[src/rtl/fetch_unit.sv]
`default_nettype none
// ============================================================================
//  Module   : fetch_unit
//  Purpose  : Instruction fetch stage. Holds the 64-bit PC, issues word
//             requests to instruction memory (valid/ready request, separate
//             response strobe), latches the returned instruction with its PC,
//             slices the fields used by the immediate generator, and accepts
//             redirects from execute, trapping misaligned targets.
//  Ports    :
//    clk, rst                 clock (rising edge), async active-high reset
//    imem_req_valid/ready     request handshake, imem_addr = PC
//    imem_rsp_valid/data      one response per accepted request, in order
//    stall                    downstream cannot consume this cycle
//    redirect_valid/target    load a new PC
//    if_valid/if_pc/if_instr  held instruction and its PC
//    OpCode/InstructionP1/P2  combinational slices of if_instr
//    fetch_fault              sticky misaligned-redirect flag
//    instr_count              instructions consumed downstream
//  Revision : 1.0  initial release
// ============================================================================
module fetch_unit #(
    parameter logic [63:0] RESET_PC = 64'h0,
    parameter int          CNT_W    = 32
) (
    input  logic             clk,
    input  logic             rst,
    output logic             imem_req_valid,
    input  logic             imem_req_ready,
    output logic [63:0]      imem_addr,
    input  logic             imem_rsp_valid,
    input  logic [31:0]      imem_rsp_data,
    input  logic             stall,
    input  logic             redirect_valid,
    input  logic [63:0]      redirect_target,
    output logic             if_valid,
    output logic [63:0]      if_pc,
    output logic [31:0]      if_instr,
    output logic [4:0]       OpCode,
    output logic [11:0]      InstructionP1,
    output logic [4:0]       InstructionP2,
    output logic             fetch_fault,
    output logic [CNT_W-1:0] instr_count
);

    typedef enum logic [2:0] {
        S_REQ   = 3'd0,
        S_WAIT  = 3'd1,
        S_HOLD  = 3'd2,
        S_DRAIN = 3'd3,
        S_FAULT = 3'd4
    } state_t;

    state_t      state;
    logic [63:0] pc;

    // Request is a pure function of state so it is visible the moment reset
    // is released; the address is the PC, which only changes on a redirect
    // while in REQ (the request is then withdrawn/retargeted together).
    assign imem_req_valid = (state == S_REQ);
    assign imem_addr      = pc;

    assign OpCode        = if_instr[6:2];
    assign InstructionP1 = if_instr[31:20];
    assign InstructionP2 = if_instr[11:7];

    always_ff @(posedge clk or posedge rst) begin
        if (rst) begin
            state       <= S_REQ;
            pc          <= RESET_PC;
            if_valid    <= 1'b0;
            if_pc       <= 64'h0;
            if_instr    <= 32'h0;
            fetch_fault <= 1'b0;
            instr_count <= '0;
        end else if (redirect_valid && state != S_FAULT) begin
            // Redirect wins over consume, response and handshake; a held
            // instruction is dropped without being counted.
            if_valid <= 1'b0;
            if (redirect_target[1:0] != 2'b00) begin
                fetch_fault <= 1'b1;
                state       <= S_FAULT;
            end else begin
                pc <= redirect_target;
                // A request already accepted by memory still owes a response
                // that must be swallowed before fetching from the new PC.
                case (state)
                    S_REQ:   state <= imem_req_ready ? S_DRAIN : S_REQ;
                    S_WAIT:  state <= imem_rsp_valid ? S_REQ : S_DRAIN;
                    S_DRAIN: state <= imem_rsp_valid ? S_REQ : S_DRAIN;
                    default: state <= S_REQ;
                endcase
            end
        end else begin
            case (state)
                S_REQ: begin
                    if (imem_req_ready) begin
                        state <= S_WAIT;
                    end
                end
                S_WAIT: begin
                    if (imem_rsp_valid) begin
                        if_instr <= imem_rsp_data;
                        if_pc    <= pc;
                        if_valid <= 1'b1;
                        pc       <= pc + 64'd4;
                        state    <= S_HOLD;
                    end
                end
                S_HOLD: begin
                    if (!stall) begin
                        if_valid    <= 1'b0;
                        instr_count <= instr_count + 1'b1;
                        state       <= S_REQ;
                    end
                end
                S_DRAIN: begin
                    if (imem_rsp_valid) begin
                        state <= S_REQ;
                    end
                end
                S_FAULT: begin
                    state <= S_FAULT;
                end
                default: begin
                    state <= S_REQ;
                end
            endcase
        end
    end

endmodule
`default_nettype wire

[config.mk]
export PLATFORM = sky130hd
export DESIGN_NAME = fetch_unit
export DESIGN_NICKNAME = d
export VERILOG_FILES = /design/src/rtl/fetch_unit.sv
export SDC_FILE = /design/constraint.sdc
export NUM_CORES = 1
export LEC_CHECK = 0
export ABC_CLOCK_PERIOD_IN_PS = 7840
export CAP_MARGIN = 20
export CORE_MARGIN = 8
export CORE_UTILIZATION = 48
export CTS_BUF_LIST = sky130_fd_sc_hd__clkbuf_2
export DETAILED_ROUTE_END_ITERATION = 16
export PLACE_DENSITY_LB_ADDON = 0.12
export REMOVE_ABC_BUFFERS = 1
export SLEW_MARGIN = 30
export SYNTH_ARGS = -nofsm -noshare
export SYNTH_HDL_FRONTEND = slang
export SYNTH_SLANG_ARGS = --single-unit
[constraint.sdc]
create_clock -name clk -period 7.84 [get_ports clk]
set_input_delay 1.568 -clock clk [delete_from_list [all_inputs] [get_ports clk]]
set_output_delay 1.568 -clock clk [all_outputs]
set_load 0.1 [all_outputs]
==> impl_metrics.toml <==
[timing]
final_max_slew_viol_count = 0
fin_ws_ps = 3450
finalCriticalPeriod_ps = 4390
post-route-period-util = 0.560
slew_headroom = 0.306
fmax_mhz = 228
fin_skew_ps = 50.5
worst_pin_slew_ps = 1040
setup_viol = 0
tns_ps = 0
finalHoldViolations = 0
rsz0062_at_grt = "false"

[clock_tree]
tritoncts = "done"
clk_latency_ps = 780
path_clk_slew_ps = 330
ctsResizeCount = 0
cts_post_setup_buffers_inserted = 0
clockRootBuffer = "clkbuf_2"
cts_max_path_buffers = 2
htreeDepth = 4
cts_buffers = 17
numClockSinks = 197
ctsHoldBuffers = 0

[synthesis]
ys_types = 72
synth_edf_count = 0
syn_area_mm2 = 0.00991
yosysSeqAreaShare = 0.497
yosysWarningCount = 0
async_reset_ff_frac = 1.00
ys_ff_latch = 197
postSynthAreaPerCell_um2 = 8.76
synthFlopType = "dfrtp_1"
netlist_instances = 1132

[grt]
grt_usage = 0.252
first_global_vias = 9103
grt_overflow = 0
grt_max_degree = 139
grt_pass1_wl_mm = 52.2
antenna_found_initial = 3

[critical_path]
critPathArrivalTime_ps = 2820
path_max_fanout = 11
crit_required_ps = 6270
start_kind = "flip-flop"
critPathKind = "flip-flop to output port"
endpoint_kind = "output port"

[power_and_ir_drop]
p_int_uw = 1630
finalPower_uw = 3320
switchingPower_uw = 1690
peakVddDrop_mv = 0.150
pwr-share-comb = 0.448
swShare = 0.508
p_leak_uw = 0.00597
power_density_mw_per_mm2 = 250
pwr-share-seq = 0.386
pwr-share-clk = 0.167

[route]
drc = 0
totalWireLength_mm = 32.6
ant_nets = 0
vias = 9412
vias_per_cell = 5.62
drt_iter0_drc = 730
wl_per_cell_um = 19.4
dr.pass1.iters = 5

[place]
hpwl_mm = 23.2
place_ws_ps = 3310
place_area_mm2 = 0.0130
routabilityCongestion = 0.813
io_buffers = 318

[cells_and_area]
nNetsFinal = 1493
mostFrequentLayoutCells = "nand2_1, clkdlybuf4s50_1, dfrtp_1"
final_cell_area_mm2 = 0.0133
fin_util = 0.657
nFillCells = 1748
drive_gt1_frac = 0.0613
final_common_cell = "nand2_1"
syn2layout_area_growth_pct = 34.1

[floorplan]
rows = 52
fp.dieW_um = 160
die_area_mm2 = 0.0255
die-height_um = 160
core_area_mm2 = 0.0202
start_util = 0.490
io_pins = 319

[worst_hold_path]
min_path_type = "flip-flop to flip-flop"

[status]
status = "finished clean"

[job]
max-cap-violations = 0
per-stage QoR:
stage / hold slack [ps] / instances
6_report: 501 / 1674
2_1_floorplan: 622 / 1041
3_5_place_dp: 462 / 1639
3_3_place_gp: 456 / 1639
4_1_cts: 510 / 1671
5_1_grt: 520 / 1674
critical path, stage by stage, from the launching register on:
cell	delay (ps)
dfrtp_1	560
nor3_1	310
clkdlybuf4s50_1	1190
worst paths after layout:
kind / end / start / cells after the start / slack [ps]
worst min register to register: if_pc[1] / imem_addr[1] / 2 / 500
min in group asynchronous: if_instr[29] / rst / 2 / 1200
worst max register to register: imem_addr[43] / state[2] / 7 / 5010
max in group asynchronous: if_pc[0] / rst / 3 / 5210
worst max-delay path: imem_req_valid / state[0] / 2 / 3450
worst min-delay path: if_pc[1] / imem_addr[1] / 2 / 500
state kept, by name, summed over array words and instances, names as in the netlist:
| name | count |
|---|---|
| imem_addr | 64 |
| fetch_fault | 1 |
| state | 3 |
| instr_count | 32 |
| if_instr | 32 |
| if_pc | 64 |
| if_valid | 1 |
synth_stat cells, types with 6 or more instances:
library cell,count,area (um2)
xor2_1,14,123
nor4_1,17,106
nand3_1,53,265
and3_1,22,138
nor3_1,22,110
and4_1,10,87.6
o21ai_0,31,155
a22oi_1,7,52.6
a2bb2oi_1,11,96.3
nand4_1,38,238
nand2_1,333,1250
nor2_1,51,191
a31oi_1,17,106
o22ai_1,20,125
a211oi_1,7,52.6
a21oi_1,39,195
buf_1,7,26.3
xnor2_1,17,149
nor3b_1,6,45.0
buf_2,24,120
dfrtp_1,197,4930
buf_4,22,165
clkbuf_1,36,135
or3_1,6,37.5
inv_1,20,75.1
and2_1,16,100
routing by layer:
metal,global-route usage,routed length [um]
met1,0.327,13800
met2,0.409,15700
met3,0.0694,2520
met4,0.0648,537
met5,0,13
power groups by stage:
stage          Clock, uW  Sequential, uW  Combinational, uW
6_report             553            1280               1490
5_1_grt              604            1300               1540
4_1_cts              569            1280               1490
3_5_place_dp           0            1300               1490
3_3_place_gp           0            1290               1480
2_1_floorplan          0            2130                229
cells by family after synthesis:
kind of cell / count (synthesis) / share of synthesized area
and+or+nand+nor: 603 / 0.288
adders and majority gates: 2 / 0.00252
AOI/OAI and AO/OA: 181 / 0.123
xor gates and xnor gates: 31 / 0.0274
muxes: 7 / 0.00732
buffers and inverters: 111 / 0.0543
DFF: 197 / 0.497
cell type report:
cell class / count / area [um2] / area share
Clock inverter: 15 / 185 / 0.0139
Sequential cell: 197 / 4930 / 0.371
Timing Repair Buffer: 329 / 3210 / 0.241
Tap cell: 270 / 338 / 0.0254
Inverter: 20 / 87.6 / 0.00659
Antenna cell: 2 / 5.00 / 0.000377
Clock buffer: 17 / 85.1 / 0.00640
Multi-Input combinational cell: 824 / 4460 / 0.335
(Power assumes the default switching activity.)
